`src/rtl/ps2_key_decoder.sv`:
```
// PS/2 keyboard receiver: oversampled framing with parity/timeout checks, E0/F0
// prefix folding into one code strobe, and per-key press state with LED hold.
module ps2_key_decoder #(
    parameter int                      CLK_DIV       = 250,
    parameter int                      TIMEOUT_TICKS = 4000,
    parameter int                      NUM_KEYS      = 2,
    parameter logic [NUM_KEYS*9-1:0]   KEY_CODES     = {9'h16B, 9'h174},
    parameter int                      HOLD_CYCLES   = 10_000_000
) (
    input  logic                clk,
    input  logic                rst,
    input  logic                ps2_clk,
    input  logic                ps2_data,
    output logic                code_valid,
    output logic [7:0]          code,
    output logic                code_ext,
    output logic                code_break,
    output logic                frame_err,
    output logic [NUM_KEYS-1:0] key_pressed,
    output logic [NUM_KEYS-1:0] key_led
);

    localparam int DIV_W  = (CLK_DIV > 2) ? $clog2(CLK_DIV) : 1;
    localparam int TMO_W  = $clog2(TIMEOUT_TICKS + 1);
    localparam int HOLD_W = $clog2(HOLD_CYCLES + 1);

    localparam logic [DIV_W-1:0]  DIV_LAST  = DIV_W'(CLK_DIV - 1);
    localparam logic [TMO_W-1:0]  TMO_LAST  = TMO_W'(TIMEOUT_TICKS - 1);
    localparam logic [HOLD_W-1:0] HOLD_LOAD = HOLD_W'(HOLD_CYCLES);

    typedef enum logic [1:0] {
        IDLE  = 2'd0,
        RECV  = 2'd1,
        CHECK = 2'd2
    } state_t;

    // ------------------------------------------------------------------
    // Input synchronisers and sample tick
    // ------------------------------------------------------------------
    logic [1:0]       clk_sync;
    logic [1:0]       data_sync;
    logic             ps2_clk_s;
    logic             ps2_data_s;
    logic [DIV_W-1:0] div_cnt;
    logic             tick;
    logic             prev_clk;
    logic             fall;

    assign ps2_clk_s  = clk_sync[1];
    assign ps2_data_s = data_sync[1];

    always_ff @(posedge clk) begin
        if (rst) begin
            clk_sync  <= 2'b11;
            data_sync <= 2'b11;
        end else begin
            clk_sync  <= {clk_sync[0], ps2_clk};
            data_sync <= {data_sync[0], ps2_data};
        end
    end

    assign tick = (div_cnt == DIV_LAST);

    always_ff @(posedge clk) begin
        if (rst) begin
            div_cnt  <= '0;
            prev_clk <= 1'b1;
        end else begin
            div_cnt <= tick ? '0 : div_cnt + DIV_W'(1);
            if (tick) begin
                prev_clk <= ps2_clk_s;
            end
        end
    end

    // Edges only count when the divided tick samples the line.
    assign fall = tick & prev_clk & ~ps2_clk_s;

    // ------------------------------------------------------------------
    // Frame FSM
    // ------------------------------------------------------------------
    state_t           state, state_n;
    logic [10:0]      shreg, shreg_n;
    logic [3:0]       bitcnt, bitcnt_n;
    logic [TMO_W-1:0] tmo, tmo_n;
    logic             ext_flag, ext_n;
    logic             brk_flag, brk_n;
    logic             valid_n, err_n;
    logic [7:0]       code_n;
    logic             code_ext_n, code_brk_n;
    logic             frame_ok;
    logic [7:0]       frame_byte;

    assign frame_byte = shreg[8:1];
    // shreg holds {stop, parity, data[7:0], start} once eleven bits are in.
    assign frame_ok   = ~shreg[0] & shreg[10] & (^shreg[9:1]);

    always_ff @(posedge clk) begin
        if (rst) begin
            state      <= IDLE;
            shreg      <= '0;
            bitcnt     <= '0;
            tmo        <= '0;
            ext_flag   <= 1'b0;
            brk_flag   <= 1'b0;
            code_valid <= 1'b0;
            frame_err  <= 1'b0;
            code       <= '0;
            code_ext   <= 1'b0;
            code_break <= 1'b0;
        end else begin
            state      <= state_n;
            shreg      <= shreg_n;
            bitcnt     <= bitcnt_n;
            tmo        <= tmo_n;
            ext_flag   <= ext_n;
            brk_flag   <= brk_n;
            code_valid <= valid_n;
            frame_err  <= err_n;
            code       <= code_n;
            code_ext   <= code_ext_n;
            code_break <= code_brk_n;
        end
    end

    always_comb begin
        state_n    = state;
        shreg_n    = shreg;
        bitcnt_n   = bitcnt;
        tmo_n      = tmo;
        ext_n      = ext_flag;
        brk_n      = brk_flag;
        valid_n    = 1'b0;
        err_n      = 1'b0;
        code_n     = code;
        code_ext_n = code_ext;
        code_brk_n = code_break;

        case (state)
            IDLE: begin
                // A fall with data high is line noise, not a start bit.
                if (fall && !ps2_data_s) begin
                    state_n  = RECV;
                    shreg_n  = {ps2_data_s, shreg[10:1]};
                    bitcnt_n = 4'd1;
                    tmo_n    = '0;
                end
            end

            RECV: begin
                if (fall) begin
                    shreg_n  = {ps2_data_s, shreg[10:1]};
                    bitcnt_n = bitcnt + 4'd1;
                    tmo_n    = '0;
                    if (bitcnt == 4'd10) begin
                        state_n = CHECK;
                    end
                end else if (tick) begin
                    if (tmo == TMO_LAST) begin
                        state_n = IDLE;
                        err_n   = 1'b1;
                        ext_n   = 1'b0;
                        brk_n   = 1'b0;
                        tmo_n   = '0;
                    end else begin
                        tmo_n = tmo + TMO_W'(1);
                    end
                end
            end

            CHECK: begin
                state_n = IDLE;
                if (!frame_ok) begin
                    err_n = 1'b1;
                    ext_n = 1'b0;
                    brk_n = 1'b0;
                end else if (frame_byte == 8'hE0) begin
                    ext_n = 1'b1;
                end else if (frame_byte == 8'hF0) begin
                    brk_n = 1'b1;
                end else begin
                    valid_n    = 1'b1;
                    code_n     = frame_byte;
                    code_ext_n = ext_flag;
                    code_brk_n = brk_flag;
                    ext_n      = 1'b0;
                    brk_n      = 1'b0;
                end
            end

            default: begin
                state_n = IDLE;
            end
        endcase
    end

    // ------------------------------------------------------------------
    // Watched key channels
    // ------------------------------------------------------------------
    for (genvar i = 0; i < NUM_KEYS; i++) begin : g_key
        logic [HOLD_W-1:0] hold_cnt;
        logic              pressed_r;
        logic              led_r;
        logic              hit;

        assign hit            = code_valid && ({code_ext, code} == KEY_CODES[9*i +: 9]);
        assign key_pressed[i] = pressed_r;
        assign key_led[i]     = led_r;

        always_ff @(posedge clk) begin
            if (rst) begin
                pressed_r <= 1'b0;
                hold_cnt  <= '0;
                led_r     <= 1'b0;
            end else begin
                if (hit) begin
                    pressed_r <= ~code_break;
                end
                // A break leaves the hold running; only makes reload it.
                if (hit && !code_break) begin
                    hold_cnt <= HOLD_LOAD;
                    led_r    <= 1'b1;
                end else if (hold_cnt != '0) begin
                    hold_cnt <= hold_cnt - HOLD_W'(1);
                    led_r    <= (hold_cnt != HOLD_W'(1));
                end
            end
        end
    end

endmodule

```
`config.mk`:
```
export PLATFORM = sky130hd
export DESIGN_NAME = ps2_key_decoder
export DESIGN_NICKNAME = d
export VERILOG_FILES = /design/src/rtl/ps2_key_decoder.sv
export SDC_FILE = /design/constraint.sdc
export NUM_CORES = 1
export LEC_CHECK = 0
export ABC_CLOCK_PERIOD_IN_PS = 2620
export BUFFER_PORTS_ARGS = -buffer_cell sky130_fd_sc_hd__buf_2
export CAP_MARGIN = 40
export CORE_AREA = 2 2 126 128
export CTS_CLUSTER_DIAMETER = 40
export CTS_CLUSTER_SIZE = 8
export DETAILED_ROUTE_END_ITERATION = 8
export DIE_AREA = 0 0 128 130
export SLEW_MARGIN = 20
export SYNTH_ARGS = -nofsm -noshare
export SYNTH_HDL_FRONTEND = slang
export SYNTH_SLANG_ARGS = --single-unit
```
`constraint.sdc`:
```
create_clock -name clk -period 2.62 [get_ports clk]
set_input_delay 0.524 -clock clk [delete_from_list [all_inputs] [get_ports clk]]
set_output_delay 0.524 -clock clk [all_outputs]
set_load 0.02 [all_outputs]
```
# After elaboration in Yosys (flattened, before gate mapping)
# Index checks and enable logic that the tools add are counted.
[totals]
register_bits = 108
in_bits = 4
wordCells = 127
[classes]
addsub = 5
n_eq_ne = 21
mux = 42
n_bitwise = 11
n_reduce_logical = 25
[op_table]
columns = ["op", "count"]
rows = [
  ["$mux 24", 4],
  ["$mux 12", 4],
  ["$ne 24x1->1 const B", 2],
  ["$reduce_bool 24->1", 2],
  ["$sub 24x1->24 const B", 2],
  ["$eq 8x8->1 const B", 3],
  ["$pmux 12 s2", 1],
  ["$mux 11", 2],
  ["$pmux 11 s2", 1],
  ["$eq 9x9->1 const B", 2],
  ["$mux 1", 18],
  ["$add 12x1->12 const B", 1],
  ["$eq 12x12->1 const B", 1],
  ["$ne 3x3->1 const B", 4],
  ["$mux 2", 5],
  ["$ne 2x2->1 const B", 5],
  ["$reduce_and 5->1", 2],
  ["$reduce_xor 9->1", 1],
  ["$add 8x1->8 const B", 1],
  ["$mux 4", 2],
  ["$pmux 4 s2", 1],
  ["$reduce_and 4->1", 2],
  ["$reduce_bool 2->1", 4],
  ["$not 1->1", 7],
  ["other kinds (14)", 27],
]

# Longest topological paths before layout
# Gate-level depths: netlist (run 1).
[depth]
depth_word = 6
ltp_mapped = 8
ltp_nobuf = 7

# Least setup slack after synthesis (run 1)
# OpenSTA, ideal clock, no wires.
[synth_timing]
path_type = "reg-to-reg"
from = "reg g_key[0].hold_cnt[12]"
to = "reg g_key[0].hold_cnt[6]"
setup_ns = 0.128
arrival_ns = 2.064
setup_slack_ns = 0.429
path_stages_with_launch = 8
path_buffers = 2
cell_sequence = "dfxtp_1 -> or4_1 -> buf_2 -> or4_1 -> buf_2 -> o211ai_1 -> xor2_1 -> nor2_1"
[synth_between]
elab_chain_len = 1
[synth_rtl]
columns = ["item", "line_no", "source"]
rows = [
  ["from (decl)", "201", "logic [HOLD_W-1:0] hold_cnt;"],
  ["from (signal assigned)", "224", "hold_cnt <= hold_cnt - HOLD_W'(1);"],
  ["$reduce_bool 24->1", "223", "end else if (hold_cnt != '0) begin"],
]
# No other way between the ends.
# A chain may end at the register's enable or synchronous reset.

# Final worst setup path (run 1)
[layout_timing]
from = "reg g_key[0].hold_cnt[16]"
to = "reg g_key[0].hold_cnt[6]"
# The elaborated chain is that of the path after synthesis.

==> flow_summary.json, run 1 <==
{
  "tightest_slew_ps": 669.8,
  "nFillCells": 1535,
  "startpoint_type": "flip-flop",
  "drc_errors": 0,
  "period_minus_slack_ps": 2400,
  "start_util": 0.3400,
  "cp-startpoint": "g_key[0].hold_cnt[16]$_SDFFE_PP0P_",
  "via_per_inst": 5.289,
  "ios": 20,
  "drt-pass1-iter-count": 4,
  "netlist_top_cells_area": "dfxtp_1, nor2_1, ha_1",
  "ant_nets": 0,
  "slew_headroom": 0.5515,
  "drv_cap": 0,
  "drive_gt1_frac": 0.1100,
  "htreeDepth": 3,
  "rsz0062_at_grt": "false",
  "synth_nets": 626,
  "cp.required_ps": 2830,
  "synth-edff-count": 0,
  "clock.fmax_ghz": 0.4166,
  "drt-met1-wl_mm": 5.352,
  "routed-wl-met2_mm": 4.995,
  "yosys.area_share.simple": 0.2563,
  "dr.max_layer_used": "met4",
  "finClkSkew_ps": 9.462,
  "ctsResizeCount": 0,
  "ctsHoldBuffers": 0,
  "cts_tree": "yes",
  "hold_path_class": "input port to flip-flop",
  "die_area_um2": 16640,
  "power.density_nw_per_um2": 1067,
  "grt_pass1_wl_mm": 18.69,
  "synth_fa_ha_area_frac": 0.04534,
  "yosysSeqAreaShare": 0.4123,
  "synth-compound-area-share": 0.1348,
  "finalWirelength_mm": 10.83,
  "async_reset_ff_frac": 0,
  "die_w_um": 128,
  "drt_first_iter_violations": 221,
  "min_from": "ps2_data",
  "wl_met3_um": 305,
  "ys_ff_latch": 108,
  "synthTopCellsByCount": "dfxtp_1, nor2_1, a21oi_1",
  "cts_buffer_depth": 2,
  "grt_pass1_vias": 4040,
  "stdcell_count": 810,
  "cts_sinks": 108,
  "die_h_um": 130,
  "ys.flop_type": "dfxtp_1",
  "finalPower_mw": 6.251,
  "fin_crit_sh": 0.9162,
  "wl_per_cell_um": 13.37,
  "crit_path_end_kind": "flip-flop",
  "tns_ps": 0,
  "grtUsageTotal": 0.1352,
  "yosys_warnings": 0,
  "synth_xor_area_frac": 0.07277,
  "overflow": 0,
  "diodes": 0,
  "final_nets": 637,
  "synthesis.area_um2": 5244,
  "hold_ws_ps": 363.4,
  "num_rows": 46,
  "synthCells": 603,
  "grt_max_degree": 55,
  "antenna_found_initial": 0,
  "clkTransAtPathRegs_ps": 70,
  "syn_avg_cell_area_um2": 8.696,
  "cts_buffers": 9,
  "yosys.area.top_type_share": 0.4123,
  "gp_congestion": 0.7750,
  "dp.cells": 795,
  "io_buffers": 19,
  "max-vdd-ir-drop_v": 0.0006270,
  "path_class": "flip-flop to flip-flop",
  "cp_max_fo": 9,
  "synth_top_family_by_area": "simple AND/OR/NAND/NOR gates",
  "yosysTopAreaCell": "dfxtp_1",
  "critPathArrivalTime_ps": 2610,
  "slew_violations": 0,
  "clock-root-buffer": "clkbuf_16",
  "setup_viol": 0,
  "cts_setup_buffers": 0,
  "yosysUniqueCellTypes": 54,
  "num_vias": 4284,
  "clkLatencyLatePin_ps": 350,
  "r2r_start": "g_key[0].hold_cnt[16]$_SDFFE_PP0P_",
  "dpl.hpwl_mm": 7.583,
  "yosysMostFrequentCell": "dfxtp_1",
  "core_area_um2": 15420,
  "hold_viol": 0,
  "power.leakage_nw": 2.178,
  "area_delta_synth_final_pct": 11.67,
  "status": "finished clean",
  "synthMuxAreaShare": 0.03245
}
==> state kept, by name, indices dropped and copies added (netlist names) <==
| name | flops |
|---|---|
| code_break | 1 |
| bitcnt | 4 |
| g_key.hold_cnt | 48 |
| ext_flag | 1 |
| code_valid | 1 |
| shreg | 11 |
| brk_flag | 1 |
| g_key.pressed_r | 2 |
| prev_clk | 1 |
| code | 8 |
| data_sync | 2 |
| state | 2 |
| code_ext | 1 |
| clk_sync | 2 |
| frame_err | 1 |
| g_key.led_r | 2 |
| div_cnt | 8 |
| tmo | 12 |
==> logic make-up after synthesis <==
logic type      after synthesis
flops                       108
compound gates              112
simple gates                247
buf+inv                      58
fa+ha+maj                    19
mux                          17
xor+xnor                     42
==> metal layers <==
layer,vias up,GRT usage
met5,-,0
met4,0,0.04590
met3,13,0.02337
met2,58,0.2221
met1,2025,0.1810
li1,2188,-
==> worst paths after layout <==
path	to	depth (start not counted)	slack [ps]
worst max register to register	g_key[0].hold_cnt[6]$_SDFFE_PP0P_	5	220
worst min-delay path	data_sync[0]$_SDFF_PP1_	2	360
worst min register to register	data_sync[1]$_SDFF_PP1_	1	420
worst max-delay path	g_key[0].hold_cnt[6]$_SDFFE_PP0P_	5	220
==> cell type report <==
cell class                      count  area [um^2]  share of cell area
Timing Repair Buffer               35        227.7             0.03889
Sequential cell                   108         2162              0.3692
Tap cell                          192        240.2             0.04103
Clock inverter                      5        53.80            0.009188
Clock buffer                       10        229.0             0.03910
Multi-Input combinational cell    437         2856              0.4878
Inverter                           23        86.33             0.01474
==> through the flow <==
stage	utilization	worst slack, ps	cell area (um^2)
after detailed placement	0.3610	128.1	5569
after global routing	0.3796	106.6	5856
after floorplan	-	428.8	5244
after global placement	0.3610	225.6	5569
after CTS	0.3794	97.72	5852
final	0.3796	219.6	5856
==> placed cells by master (no fill, tap or decap), types with 5 or more instances in the layout <==
cell         n
dfxtp_1    108
nor2_1      79
a21oi_1     34
xor2_1      27
inv_1       23
nand2_1     21
ha_1        19
buf_2       19
nand4_1     17
mux2i_1     17
nor3_1      16
o21ai_0     16
o31ai_1     15
or4_1       15
buf_4       15
or3_1       14
xnor2_1     14
nor4_1      13
or2_2       13
nand3_1     13
a31oi_1     11
nand2b_1    10
clkbuf_16    9
o211ai_1     8
nand4b_1     6
o21ai_1      5
nor2b_1      5
and3_1       5
==> power by group <==
| group | switching [mW] | internal, mW | leakage, nW |
|---|---|---|---|
| logic | 1.56 | 1.12 | 1.16 |
| clock network | 0.586 | 0.733 | 0.142 |
| registers | 0.290 | 1.95 | 0.879 |
==> critical path, stage by stage, from the launching register on <==
cell and delay [ps]:
dfxtp_1 350, or4_1 640, or4_1 750, o211ai_1 290, xor2_1 190, nor2_1 50
(Power assumes the default switching activity.)
==> run 2, diff against run 1 <==
CELL_PAD_IN_SITES_DETAIL_PLACEMENT = 1   (was not set)
CELL_PAD_IN_SITES_GLOBAL_PLACEMENT = 1   (was not set)
PLACE_DENSITY_LB_ADDON = 0.1   (was not set)
==> flow_summary.json, run 2 (synthesis results as in run 1) <==
{
  "wl_per_cell_um": 15.48,
  "setup_viol": 0,
  "drv_cap": 0,
  "cp.required_ps": 2890,
  "nFillCells": 1835,
  "dpl.hpwl_mm": 8.698,
  "die_w_um": 128,
  "crit_path_end_kind": "flip-flop",
  "swShare": 0.3974,
  "largest_register": "g_key.hold_cnt",
  "r2r_cells": 4,
  "rsz0062_at_grt": "false",
  "drt-pass1-iter-count": 4,
  "cts_sinks": 108,
  "drt_first_iter_violations": 202,
  "max_stage_delay_ps": 610,
  "critPathArrivalTime_ps": 2600,
  "startpoint_type": "flip-flop",
  "p_switching_mw": 2.559,
  "htreeDepth": 3,
  "top_regs": "g_key.hold_cnt x48, tmo x12, shreg x11",
  "core_area_um2": 15420,
  "io_buffers": 19,
  "slew_headroom": 0.5677,
  "overflow": 0,
  "largest_reg_flops": 48,
  "hold_path_class": "input port to flip-flop",
  "clkTransAtPathRegs_ps": 70,
  "post-place-ws_ps": 65.40,
  "grt_max_degree": 56,
  "start_util": 0.3400,
  "via_per_inst": 5.300,
  "grtUsageTotal": 0.1615,
  "ios": 20,
  "setup_ws_ps": 287.3,
  "final_nets": 640,
  "ant_nets": 0,
  "intPower_mw": 3.881,
  "ctsResizeCount": 0,
  "clock.fmax_ghz": 0.4287,
  "ctsHoldBuffers": 0,
  "power.leakage_nw": 2.192,
  "num_vias": 4314,
  "cts_buffer_depth": 2,
  "hold_viol": 0,
  "status": "finished clean",
  "drc_errors": 0,
  "diodes": 0,
  "seqPwrFrac": 0.348,
  "finClkSkew_ps": 11.07,
  "die_area_um2": 16640,
  "cp_common_cell": "or4_4",
  "mostFrequentLayoutCells": "dfxtp_1, nor2_1, a21oi_1, xor2_1, inv_1",
  "dp.cells": 798,
  "max-vdd-ir-drop_v": 0.0005625,
  "area_delta_synth_final_pct": 12.53,
  "stdcell_count": 814,
  "worstPathCellList": "or4_4 > or4_4 > or4_1 > a21oi_1",
  "cts_buffers": 9,
  "drive_gt1_frac": 0.1141,
  "layout_commonest_cell": "dfxtp_1",
  "grt_pass1_wl_mm": 21.62,
  "cts_tree": "yes",
  "clock_power_share": 0.220,
  "gp_congestion": 0.7285,
  "tightest_slew_ps": 642.5,
  "combPwrFrac": 0.431,
  "cp_slowest_cell": "or4_4",
  "slew_violations": 0,
  "die_h_um": 130,
  "fin_crit_sh": 0.8903,
  "grt_pass1_vias": 4379,
  "antenna_found_initial": 0,
  "hold_depth": 2,
  "power.density_nw_per_um2": 1091,
  "num_rows": 46,
  "cp_max_fo": 18,
  "path_class": "flip-flop to flip-flop",
  "finalWirelength_mm": 12.60,
  "clkLatencyLatePin_ps": 350,
  "cts_setup_buffers": 0,
  "clock-root-buffer": "clkbuf_16",
  "period_minus_slack_ps": 2333,
  "tns_ps": 0
}
run 2: path summary, 6_finish.rpt:
| check | slack [ps] | from | end |
|---|---|---|---|
| setup / recovery | 290 | g_key[1].hold_cnt[11]$_SDFFE_PP0P_ | g_key[1].hold_cnt[22]$_SDFFE_PP0P_ |
| hold / removal | 360 | ps2_clk | clk_sync[0]$_SDFF_PP1_ |
| setup reg to reg | 290 | g_key[1].hold_cnt[11]$_SDFFE_PP0P_ | g_key[1].hold_cnt[22]$_SDFFE_PP0P_ |
| hold reg to reg | 410 | data_sync[0]$_SDFF_PP1_ | data_sync[1]$_SDFF_PP1_ |
run 2: critical path: cells and delay by family, from the launching register on:
kind            cells  cell delay, ps
compound gates      1             190
flops               1             360
simple gates        3            1700
run 2: area by class of cell:
class / count / area (um^2) / area share
multi-input cells: 437 / 2856 / 0.4841
repair buffers: 38 / 250.2 / 0.04241
well taps: 192 / 240.2 / 0.04071
clock inverters: 3 / 45.04 / 0.007634
flip-flops and latches: 108 / 2162 / 0.3664
clock buffers: 13 / 260.3 / 0.04411
inverters: 23 / 86.33 / 0.01463
run 2: through the flow:
step	hold WS (ps)	total power, mW	instance area, um^2	utilization
2_1_floorplan	389.5	4.372	5244	-
3_3_place_gp	393.5	4.923	5592	0.3625
3_5_place_dp	403.3	5.028	5592	0.3625
4_1_cts	346.8	6.492	5897	0.3823
5_1_grt	358.6	6.993	5901	0.3825
6_report	361.3	6.440	5901	0.3825
run 2: routing by layer:
| metal | up-vias | GRT usage | part of all wire |
|---|---|---|---|
| met5 | - | 0 | 0 |
| met4 | 0 | 0.05495 | 0.014 |
| li1 | 2188 | - | - |
| met1 | 2078 | 0.2143 | 0.51 |
| met3 | 14 | 0.02255 | 0.018 |
| met2 | 34 | 0.2718 | 0.46 |
run 2: power by group through the flow:
stage                     logic, mW  registers (mW)  clock network [mW]
final                          2.78            2.24                1.42
after global routing           3.17            2.30                1.53
after CTS                      2.78            2.24                1.47
after detailed placement       2.75            2.27                   0
after global placement         2.67            2.26                   0
after floorplan                2.17            2.20                   0
==> run 3, diff against run 2 <==
CORE_AREA = 2 2 140 142   (was 2 2 126 128)
DIE_AREA = 0 0 142 144   (was 0 0 128 130)
==> flow_summary.json, run 3 (synthesis results as in run 1) <==
{
  "clkLatencyLatePin_ps": 360,
  "clock-root-buffer": "clkbuf_16",
  "r2r-end": "g_key[1].hold_cnt[19]$_SDFFE_PP0P_",
  "area_delta_synth_final_pct": 12.67,
  "grt_pass1_wl_mm": 22.61,
  "fin_crit_sh": 0.9013,
  "start_util": 0.2748,
  "hold_viol": 0,
  "via_per_inst": 5.050,
  "crit_path_end_kind": "flip-flop",
  "max-vdd-ir-drop_v": 0.0003948,
  "postLayoutCoreUtil": 0.3097,
  "slew_headroom": 0.5544,
  "mostFrequentLayoutCells": "dfxtp_1, nor2_1, a21oi_1, xor2_1, inv_1",
  "placed_area_um2": 5637,
  "slew_violations": 0,
  "setup_ws_ps": 258.5,
  "power.leakage_nw": 2.176,
  "final_nets": 640,
  "final_area_um2": 5908,
  "largest_register": "g_key.hold_cnt",
  "drt-pass1-iter-count": 6,
  "startpoint_type": "flip-flop",
  "hold_depth": 2,
  "finClkSkew_ps": 7.610,
  "power.density_nw_per_um2": 1076,
  "cts_setup_buffers": 0,
  "tns_ps": 0,
  "hold_path_class": "input port to flip-flop",
  "reg2reg_slack_ps": 260,
  "status": "finished clean",
  "cts_tree": "yes",
  "ctsResizeCount": 0,
  "drc_errors": 0,
  "cp_max_fo": 18,
  "rsz0062_at_grt": "false",
  "tightest_slew_ps": 663.9,
  "num_vias": 4343,
  "io_buffers": 19,
  "drive_gt1_frac": 0.1109,
  "num_rows": 51,
  "ctsHoldBuffers": 0,
  "grtUsageTotal": 0.1394,
  "critPathArrivalTime_ps": 2650,
  "grt_max_degree": 56,
  "htreeDepth": 3,
  "cts_buffer_depth": 2,
  "diodes": 0,
  "top_regs": "g_key.hold_cnt x48, tmo x12, shreg x11",
  "core_area_um2": 19080,
  "drt_first_iter_violations": 149,
  "die_h_um": 144,
  "setup_viol": 0,
  "r2r_cells": 5,
  "cp.required_ps": 2910,
  "dpl.hpwl_mm": 9.270,
  "cts_buffers": 9,
  "drv_cap": 0,
  "antenna_found_initial": 0,
  "ant_nets": 0,
  "overflow": 0,
  "r2r_start": "g_key[1].hold_cnt[11]$_SDFFE_PP0P_",
  "largest_reg_flops": 48,
  "grt_pass1_vias": 4421,
  "finalWirelength_mm": 13.40,
  "gp_congestion": 0.7296,
  "wl_per_cell_um": 15.58,
  "clkTransAtPathRegs_ps": 70,
  "clock.fmax_ghz": 0.4235,
  "path_class": "flip-flop to flip-flop",
  "cts_sinks": 108,
  "period_minus_slack_ps": 2362,
  "post-place-ws_ps": 276.8,
  "die_w_um": 142,
  "die_area_um2": 20450,
  "layout_commonest_cell": "dfxtp_1",
  "ios": 20,
  "min_from": "ps2_data",
  "min_to": "data_sync[0]$_SDFF_PP1_"
}
-- run 3: cell types whose count changed in the layout (fill, tap and decap cells not counted), sizes merged --
cell / before / now
clkinvlp: 2 / 1
clkinv: 0 / 1
bufinv: 1 / 0
inv: 23 / 24
-- run 3: through the flow --
stage / hold WS, ps / power, mW / cells
5_1_grt: 335.2 / 6.883 / 860
3_3_place_gp: 408.3 / 4.984 / 844
2_1_floorplan: 389.5 / 4.372 / 603
4_1_cts: 330.1 / 6.458 / 860
6_report: 345.7 / 6.355 / 860
3_5_place_dp: 402.5 / 5.095 / 844
-- run 3: final cells by class --
| type | instances | area, um^2 |
|---|---|---|
| timing repair buffer | 38 | 237.7 |
| inverter | 23 | 86.33 |
| clock inverter | 3 | 21.27 |
| sequential | 108 | 2162 |
| multi-input combinational | 437 | 2853 |
| clock buffer | 13 | 250.2 |
| tap | 238 | 297.8 |
| fill | 2228 | 13170 |
-- run 3: per-layer routing --
metal	up-vias	share of wire	global-route usage
li1	2191	-	-
met1	2107	0.51	0.1802
met2	31	0.45	0.2311
met3	14	0.023	0.02781
met4	0	0.015	0.05053
met5	-	0	0
-- run 3: worst max-delay path by stage --
stage | slack, ps | start | cells after the start | end
3_3_place_gp | 330 | g_key[1].hold_cnt[11]$_SDFFE_PP0P_ | 5 | g_key[1].hold_cnt[20]$_SDFFE_PP0P_
3_5_place_dp | 280 | g_key[1].hold_cnt[11]$_SDFFE_PP0P_ | 5 | g_key[1].hold_cnt[19]$_SDFFE_PP0P_
6_report | 260 | g_key[1].hold_cnt[11]$_SDFFE_PP0P_ | 5 | g_key[1].hold_cnt[19]$_SDFFE_PP0P_
5_1_grt | 120 | g_key[1].hold_cnt[8]$_SDFFE_PP0P_ | 6 | g_key[1].hold_cnt[19]$_SDFFE_PP0P_
2_1_floorplan | 430 | g_key[0].hold_cnt[12]$_SDFFE_PP0P_ | 7 | g_key[0].hold_cnt[6]$_SDFFE_PP0P_
4_1_cts | 260 | g_key[1].hold_cnt[11]$_SDFFE_PP0P_ | 5 | g_key[1].hold_cnt[19]$_SDFFE_PP0P_
-- run 3: power by group --
group	switching (mW)	internal, mW	total, mW
combinational	1.67	1.12	2.80
clock	0.637	0.676	1.31
sequential	0.293	1.95	2.25
-- run 3: worst max-delay path, stage by stage, from the launching register on --
cell,delay [ps]
dfxtp_1,370
or4_4,560
or4_1,470
buf_4,210
or4_1,520
a31oi_1,170
